`src/rtl/multicycle_cpu.sv`:
```
// rtl/multicycle_cpu.sv - multicycle CPU (FETCH/DECODE/EXEC/WB, CPI 3-4, HALT on 16'hFFFF)
// Optional beq/bne support is compiled in with MULTICYCLE_CPU_BRANCH_EN.
module multicycle_cpu #(
   parameter int WIDTH   = 16,
   parameter int IMEM_AW = 10
) (
   input  logic               clock,
   input  logic               reset,
   output logic [IMEM_AW-1:0] imem_addr,
   input  logic [15:0]        imem_rdata,
   output logic [15:0]        PC,
   output logic [15:0]        IR,
   output logic [WIDTH-1:0]   ALUOut,
   output logic               zero,
   output logic [2:0]         state,
   output logic               halted,
   output logic [15:0]        retired
);

   typedef enum logic [2:0] {
      S_FETCH  = 3'd0,
      S_DECODE = 3'd1,
      S_EXEC   = 3'd2,
      S_WB     = 3'd3,
      S_HALT   = 3'd4
   } state_t;

   state_t           r_state;
   state_t           w_next_state;
   logic [15:0]      r_pc;
   logic [15:0]      r_ir;
   logic [15:0]      r_retired;
   logic [WIDTH-1:0] r_aluout;
   logic [WIDTH-1:0] r_a;
   logic [WIDTH-1:0] r_b;
   logic [WIDTH-1:0] r_regs [4];

   logic [3:0]       w_op;
   logic [1:0]       w_dec_rs;
   logic [1:0]       w_dec_rt;
   logic [1:0]       w_dst;
   logic [WIDTH-1:0] w_rs_val;
   logic [WIDTH-1:0] w_rt_val;
   logic [WIDTH-1:0] w_imm_ext;
   logic [WIDTH-1:0] w_alu;
   logic             w_is_alu;
   logic             w_slt;
   logic             w_taken;
   logic [15:0]      w_pc_inc;
   logic [15:0]      w_pc_exec;

   assign imem_addr = r_pc[IMEM_AW:1];
   assign PC        = r_pc;
   assign IR        = r_ir;
   assign ALUOut    = r_aluout;
   assign zero      = (r_aluout == '0);
   assign state     = r_state;
   assign halted    = (r_state == S_HALT);
   assign retired   = r_retired;

   // Operand addresses come straight from the memory word while DECODE latches it.
   assign w_dec_rs  = imem_rdata[11:10];
   assign w_dec_rt  = imem_rdata[9:8];
   assign w_rs_val  = (w_dec_rs == 2'd0) ? '0 : r_regs[w_dec_rs];
   assign w_rt_val  = (w_dec_rt == 2'd0) ? '0 : r_regs[w_dec_rt];

   assign w_op      = r_ir[15:12];
   assign w_is_alu  = ~r_ir[15];
   assign w_dst     = (w_op == 4'd7) ? r_ir[9:8] : r_ir[7:6];
   assign w_imm_ext = {{(WIDTH-8){r_ir[7]}}, r_ir[7:0]};
   assign w_slt     = ($signed(r_a) < $signed(r_b));
   assign w_pc_inc  = r_pc + 16'd2;

`ifdef MULTICYCLE_CPU_BRANCH_EN
   logic [15:0] w_imm16;
   logic [15:0] w_br_off;
   assign w_imm16   = {{8{r_ir[7]}}, r_ir[7:0]};
   assign w_br_off  = w_imm16 << 1;
   assign w_taken   = ((w_op == 4'b1000) && (r_a == r_b)) ||
                      ((w_op == 4'b1001) && (r_a != r_b));
   assign w_pc_exec = w_taken ? (w_pc_inc + w_br_off) : w_pc_inc;
`else
   assign w_taken   = 1'b0;
   assign w_pc_exec = w_pc_inc;
`endif

   always_comb begin
      w_alu = '0;
      case (w_op)
         4'd0:    w_alu = r_a + r_b;
         4'd1:    w_alu = r_a - r_b;
         4'd2:    w_alu = r_a & r_b;
         4'd3:    w_alu = r_a | r_b;
         4'd4:    w_alu = ~(r_a | r_b);
         4'd5:    w_alu = ~(r_a & r_b);
         4'd6:    w_alu = {{(WIDTH-1){1'b0}}, w_slt};
         4'd7:    w_alu = r_a + w_imm_ext;
         default: w_alu = '0;
      endcase
   end

   always_comb begin
      w_next_state = r_state;
      case (r_state)
         S_FETCH:  w_next_state = S_DECODE;
         S_DECODE: w_next_state = (imem_rdata == 16'hFFFF) ? S_HALT : S_EXEC;
         S_EXEC:   w_next_state = w_is_alu ? S_WB : S_FETCH;
         S_WB:     w_next_state = S_FETCH;
         S_HALT:   w_next_state = S_HALT;
         default:  w_next_state = S_FETCH;
      endcase
   end

   always_ff @(posedge clock) begin
      if (reset) begin
         r_state   <= S_FETCH;
         r_pc      <= '0;
         r_ir      <= '0;
         r_retired <= '0;
         r_aluout  <= '0;
         r_a       <= '0;
         r_b       <= '0;
         for (int i = 0; i < 4; i++) r_regs[i] <= '0;
      end else begin
         r_state <= w_next_state;
         case (r_state)
            S_DECODE: begin
               r_ir <= imem_rdata;
               r_a  <= w_rs_val;
               r_b  <= w_rt_val;
            end
            S_EXEC: begin
               // Non-ALU ops (branches and NOPs) retire here and leave ALUOut alone.
               if (w_is_alu) begin
                  r_aluout <= w_alu;
               end else begin
                  r_pc      <= w_pc_exec;
                  r_retired <= r_retired + 16'd1;
               end
            end
            S_WB: begin
               if (w_dst != 2'd0) r_regs[w_dst] <= r_aluout;
               r_pc      <= w_pc_inc;
               r_retired <= r_retired + 16'd1;
            end
            default: ;
         endcase
      end
   end

endmodule

```
`config.mk`:
```
export PLATFORM = sky130hd
export DESIGN_NAME = multicycle_cpu
export DESIGN_NICKNAME = d
export VERILOG_FILES = /design/src/rtl/multicycle_cpu.sv
export SDC_FILE = /design/constraint.sdc
export NUM_CORES = 1
export LEC_CHECK = 0
export BUFFER_PORTS_ARGS = -buffer_cell sky130_fd_sc_hd__clkbuf_2
export CAP_MARGIN = 20
export CORE_MARGIN = 2
export CORE_UTILIZATION = 36
export DETAILED_ROUTE_END_ITERATION = 8
export RECOVER_POWER = 25
export SYNTH_ARGS = -nofsm -noshare
export SYNTH_HDL_FRONTEND = slang
export SYNTH_SLANG_ARGS = --single-unit
```
`constraint.sdc`:
```
create_clock -name clock -period 4.2 [get_ports clock]
set_input_delay 0.42 -clock clock [delete_from_list [all_inputs] [get_ports clock]]
set_output_delay 0.42 -clock clock [all_outputs]
set_load 0.01 [all_outputs]
```
==> flow_metrics.tcl, run 1 <==
set metrics [dict create \
    grt.overflow.total 0 \
    core-area_um2 25250 \
    maxCapViolCount 0 \
    ys_ff_latch 146 \
    worst_ep_arrival_time_ns 3.89 \
    dp_hpwl_um 21630 \
    maxSlewHeadroom 0.1457 \
    crit_required_ns 4.49 \
    synth-main-ff-cell "dfxtp_1" \
    clk_latency_ns 0.43 \
    start_util 0.3679 \
    cts_tree "built" \
    ys_types 83 \
    grt_max_degree 51 \
    power.density_nw_per_um2 381.1 \
    avgSynthCellArea_um2 9.030 \
    postRouteAntennaNets 0 \
    rr_startpoint "IR[15]" \
    nets 1176 \
    finalCritPeriodShare 0.8557 \
    fillerInstances 2581 \
    skew_ns 0.01454 \
    dp_slack_ns 0.6627 \
    syn-cell-area_um2 9291 \
    h-tree-depth 4 \
    grt_use_total 0.2231 \
    r2r-end "ALUOut[13]" \
    path_depth 12 \
    final-setup-viol-count 0 \
    diodes 0 \
    yosys_warnings 0 \
    holdBufCountCts 0 \
    ctsResizeCount 0 \
    startpoint_type "flip-flop" \
    endpoint_kind "flip-flop" \
    drcViolationCount 0 \
    crit_type "reg -> reg" \
    vias 8265 \
    die_y_um 164.7 \
    ys_async_sr_fraction 0 \
    critical_path.top_delay_family "simple AND/OR/NAND/NOR gates" \
    final.setup.tns_ns 0 \
    post_drt_wl_per_cell_um 20.76 \
    cts_root_buf "clkbuf_16" \
    fin_crit_ns 3.594 \
    cp_cell_sequence "inv_1 > buf_4 > and3_1 > nand2_1 > o21ai_0 > ha_1 > a21oi_1 > a2bb2oi_1 > mux2_2 > a2bb2o_1 > nor4_1 > a311oi_1" \
    multi_input_area_um2 5398 \
    synth_nets 1117 \
    port_buffers 95 \
    status "completed" \
    area_growth_pct 12.91 \
    cts_sinks 146 \
    ys_seq_area_frac 0.3663 \
    worstSetupEndpoint "ALUOut[13]" \
    worst_pin_slew_ns 1.282 \
    ioPinCount 97 \
    drive_gt1_frac 0.1235 \
    place_area_um2 10020 \
    drv_slew 0 \
    r2r_cells 12 \
    regToRegSetupSlack_ns 0.61 \
    worst_slack_ns 0.6060 \
    post-cts-setup-buffers 0 \
    syn_inst 1029 \
    grt_pass1_vias 8046 \
    synth_edf_count 48 \
    startpoint "IR[15]" \
    rsz0062_at_grt "no" \
    place_congestion 0.9478 \
    drt_iter0_markers 669 \
    rows 58 \
    finalHoldViolCount 0 \
    routed_wl_um 29710 \
    die_area_um2 27110 \
    hp-class "in -> reg" \
    drt_first_pass_iters 5 \
    clkTransAtPathRegs_ns 0.07 \
    finish.instance_area_um2 10490 \
    cts_buffers 17 \
    grt_pass1_wl_um 46110 \
    antenna_found_initial 0 \
    area.sequential_um2 3403 \
    critPathMaxFanout 23 \
    leakage_nw 4.172 \
    via_per_inst 5.776 \
    clk_path_buf_depth 2 \
    die_x_um 164.7 \
    max_freq_mhz 278.2 \
    cp.buffers_inverters 2 \
    slowest_stage "and3_1" \
    critPathMaxStageDelay_ns 0.68 \
    vdd_drop_max_mv 0.2129 \
]
[logic make-up (layout without fill, tap and decap cells)]
kind of cell	count (synthesis)	in the layout	synth area share
compound gates	254	254	0.1988
xor+xnor	38	38	0.03582
fa+ha+maj	70	70	0.09588
buf+inv	123	195	0.05588
flops	146	146	0.3663
mux	44	44	0.05198
other cells	1	1	0.0004036
simple gates	353	353	0.1950
[per-layer routing]
layer / up-vias / part of all wire / global-route usage
li1: 3897 / - / -
met1: 4004 / 0.43 / 0.2824
met2: 308 / 0.47 / 0.3688
met3: 56 / 0.073 / 0.04997
met4: 0 / 0.032 / 0.08933
met5: - / 0 / 0
[where the power goes]
part / internal [mW] / total, mW / switching [mW]
clock: 0.818 / 1.48 / 0.660
combinational: 0.338 / 0.904 / 0.566
sequential: 1.53 / 1.62 / 0.0884
[worst register-to-register path, cell delays in order (launching register included)]
cell	delay (ns)
dfxtp_1	0.31
inv_1	0.05
buf_4	0.15
and3_1	0.68
nand2_1	0.33
o21ai_0	0.18
ha_1	0.33
a21oi_1	0.31
a2bb2oi_1	0.23
mux2_2	0.17
a2bb2o_1	0.27
nor4_1	0.33
a311oi_1	0.13
[synthesized netlist by cell type (5+ instances only)]
| cell | number | area (µm²) |
|---|---|---|
| a211oi_1 | 44 | 330.3 |
| a21o_1 | 8 | 60.06 |
| a21oi_1 | 55 | 275.3 |
| a221oi_1 | 36 | 315.3 |
| and2_1 | 20 | 125.1 |
| and3_1 | 42 | 262.8 |
| and4_1 | 6 | 52.55 |
| buf_2 | 7 | 35.03 |
| buf_4 | 11 | 82.58 |
| clkbuf_1 | 51 | 191.4 |
| dfxtp_1 | 98 | 1962 |
| edfxtp_1 | 48 | 1441 |
| ha_1 | 68 | 850.8 |
| inv_1 | 48 | 180.2 |
| mux2_2 | 34 | 382.9 |
| mux2i_1 | 10 | 100.1 |
| nand2_1 | 83 | 311.6 |
| nand2b_1 | 5 | 31.28 |
| nand3_1 | 20 | 100.1 |
| nand4_1 | 18 | 112.6 |
| nor2_1 | 95 | 356.6 |
| nor2b_1 | 13 | 81.33 |
| nor3_1 | 15 | 75.07 |
| nor4_1 | 6 | 37.54 |
| o2111ai_1 | 6 | 52.55 |
| o211ai_1 | 6 | 45.04 |
| o21ai_0 | 35 | 175.2 |
| o221a_2 | 5 | 56.30 |
| o221ai_1 | 8 | 70.07 |
| or3_1 | 7 | 43.79 |
| xnor2_1 | 16 | 140.1 |
| xor2_1 | 22 | 192.7 |
[per-stage QoR]
stage | hold slack, ns | cells | total power, mW | util
2_1_floorplan | 0.4805 | 1029 | 2.248 | -
3_3_place_gp | 0.4456 | 1399 | 2.530 | 0.3966
3_5_place_dp | 0.4505 | 1399 | 2.536 | 0.3966
4_1_cts | 0.2073 | 1431 | 4.009 | 0.4189
5_1_grt | 0.2254 | 1431 | 4.173 | 0.4154
6_report | 0.2231 | 1431 | 3.998 | 0.4154
[placed cells by master (no fill, tap or decap), types with 7 or more instances in the layout]
cell,instances
and3_1,42
nand4_1,18
xnor2_1,16
dfxtp_1,98
ha_1,68
inv_1,48
a221oi_1,36
buf_4,18
nand2_1,83
nor2_1,95
clkbuf_2,27
nand3_1,20
clkbuf_16,18
a21oi_1,55
xor2_1,22
a21o_1,8
a211oi_1,44
clkbuf_1,69
mux2_2,34
edfxtp_1,48
and2_1,20
o21ai_0,35
o221ai_1,8
mux2i_1,10
nor3_1,15
or3_1,7
nor2b_1,13
[worst min path at each step]
stage	start	end	depth (start not counted)
3_3_place_gp	IR[11]	IR[11]	2
5_1_grt	imem_rdata[5]	IR[5]	3
6_report	imem_rdata[5]	IR[5]	3
3_5_place_dp	IR[10]	IR[10]	2
2_1_floorplan	IR[10]	IR[10]	2
4_1_cts	imem_rdata[1]	IR[1]	3
[area by class of cell]
cell class | count | area share
multi-input cells | 760 | 0.5145
flip-flops and latches | 146 | 0.3244
well taps | 330 | 0.03936
inverters | 49 | 0.01753
repair buffers | 114 | 0.05057
clock inverters | 12 | 0.009064
clock buffers | 20 | 0.04460
[registers in the layout (all words and copies together) (netlist names)]
register	cells
r_b	16
r_regs	48
PC	15
IR	16
state	3
ALUOut	16
r_a	16
retired	16
No activity file was read; power rests on OpenSTA's default activity.
==> run 2, diff against run 1 <==
--- a/config.mk
+++ b/config.mk
@@ -10,6 +10,7 @@
 export CORE_MARGIN = 2
 export CORE_UTILIZATION = 36
 export DETAILED_ROUTE_END_ITERATION = 8
+export PLACE_DENSITY_LB_ADDON = 0.3
 export RECOVER_POWER = 25
 export SYNTH_ARGS = -nofsm -noshare
 export SYNTH_HDL_FRONTEND = slang
==> run 2 against run 1 <==
- the run now ends with max-capacitance violations, max-slew violations left
- largest power group unchanged
- core utilization is essentially flat
- cell count is essentially flat
- maximum frequency increased by 2.3%
==> flow_metrics.tcl, run 2 (same netlist as run 1, synthesis figures left out) <==
set metrics [dict create \
    final_common_cell "dfxtp_1" \
    power.internal_mw 2.653 \
    clkTransAtPathRegs_ns 0.07 \
    finish.utilization 0.4153 \
    holdBufCountCts 0 \
    core-area_um2 25250 \
    die_area_um2 27110 \
    postRouteAntennaNets 0 \
    power.switching_mw 1.349 \
    via_per_inst 5.776 \
    rows 58 \
    crit_required_ns 4.54 \
    post-cts-setup-buffers 0 \
    drv_slew 44 \
    maxSlewHeadroom -0.2353 \
    hp-class "in -> reg" \
    grt_pass1_vias 8030 \
    largest_register "r_regs" \
    vias 8271 \
    combinationalPowerShare 0.225 \
    vdd_drop_max_mv 0.2273 \
    cp_cell_sequence "inv_1 > and3_1 > o21ai_0 > ha_1 > a211oi_1 > o211ai_1 > nand3_1 > o41ai_1 > mux2i_1 > a311oi_1" \
    cts_tree "built" \
    dp_hpwl_um 21810 \
    slowest_stage "and3_1" \
    area_growth_pct 12.89 \
    die_x_um 164.7 \
    rsz0062_at_grt "no" \
    routed_wl_um 29360 \
    leakage_nw 4.183 \
    endpoint_kind "flip-flop" \
    grt.overflow.total 0 \
    cts_sinks 146 \
    worst_pin_slew_ns 1.853 \
    critPathMaxFanout 23 \
    h-tree-depth 4 \
    p_seq_frac 0.404 \
    skew_ns 0.01472 \
    clk_latency_ns 0.43 \
    post_drt_wl_per_cell_um 20.50 \
    place_congestion 0.9422 \
    grt_pass1_wl_um 45980 \
    clk_path_buf_depth 2 \
    pwr-share-clk 0.371 \
    grt_use_total 0.2228 \
    antenna_found_initial 0 \
    final-setup-viol-count 0 \
    critPathMaxStageDelay_ns 0.66 \
    grt_max_degree 51 \
    finalCritPeriodShare 0.8364 \
    ctsResizeCount 0 \
    finalHoldViolCount 0 \
    drcViolationCount 0 \
    startpoint_type "flip-flop" \
    drt_iter0_markers 706 \
    switching_share 0.3370 \
    largest_reg_flops 48 \
    nets 1177 \
    status "finished with violations" \
    fin_crit_ns 3.513 \
    power.density_nw_per_um2 381.5 \
    drt_first_pass_iters 5 \
    port_buffers 95 \
    mostFrequentLayoutCells "98 x dfxtp_1, 95 x nor2_1, 83 x nand2_1" \
    diodes 0 \
    cts_buffers 17 \
    start_util 0.3679 \
    violations "max-capacitance violations, max-slew violations" \
    worst_ep_arrival_time_ns 3.85 \
    cts_root_buf "clkbuf_16" \
    maxCapViolCount 1 \
    crit_type "reg -> reg" \
    drive_gt1_frac 0.1252 \
    final.setup.tns_ns 0 \
    max_freq_mhz 284.7 \
    fillerInstances 2583 \
    die_y_um 164.7 \
    ioPinCount 97 \
]
==> run 2: per-stage QoR <==
stage / setup WS, ns / hold slack (ns) / std cells / power (mW) / area, µm²
floorplan: 1.129 / 0.4805 / 1029 / 2.248 / 9291
CTS: 0.7519 / 0.2132 / 1431 / 4.021 / 10570
finish: 0.6870 / 0.2320 / 1432 / 4.001 / 10490
global placement: 0.9238 / 0.4462 / 1399 / 2.530 / 10010
global route: 0.3323 / 0.2212 / 1432 / 4.188 / 10490
detailed placement: 0.7613 / 0.4524 / 1399 / 2.537 / 10010
==> run 2: path summary, 6_finish.rpt <==
| path | end | start | depth (start not counted) | slack (ns) |
|---|---|---|---|---|
| hold reg to reg | IR[10] | IR[10] | 2 | 0.46 |
| setup reg to reg | ALUOut[15] | IR[15] | 10 | 0.69 |
| hold / removal | IR[15] | imem_rdata[15] | 3 | 0.23 |
| setup / recovery | ALUOut[15] | IR[15] | 10 | 0.69 |
==> run 2: cell type report <==
| type | count | area (µm²) | share of cell area |
|---|---|---|---|
| repair buffers | 115 | 535.5 | 0.05106 |
| clock buffers | 17 | 425.4 | 0.04056 |
| clock inverters | 15 | 138.9 | 0.01324 |
| well taps | 330 | 412.9 | 0.03937 |
| inverters | 49 | 183.9 | 0.01754 |
| flip-flops and latches | 146 | 3403 | 0.3245 |
| multi-input cells | 760 | 5389 | 0.5138 |
==> run 2: power groups by stage <==
stage                     registers (mW)  clock network (mW)  logic (mW)
after floorplan                     1.62                   0       0.630
after global placement              1.65                   0       0.884
after CTS                           1.62                1.51       0.894
final                               1.62                1.48       0.901
after detailed placement            1.65                   0       0.889
after global routing                1.63                1.57       0.991
==> run 2: layer usage <==
layer  vias up  GRT usage  wire length (µm)
met5         -          0                 0
met4         0    0.08458               949
met3        57    0.05475              2380
met2       337     0.3574             13580
met1      3963     0.2898             12450
li1       3914          -                 -
==> run 2: worst max-delay path, delay by kind of cell, from the launching register on <==
kind | cells | cell delay (ns)
compound gates | 5 | 1.37
simple gates | 2 | 1.00
fa+ha+maj | 1 | 0.36
flops | 1 | 0.31
buf+inv | 1 | 0.20
mux | 1 | 0.15
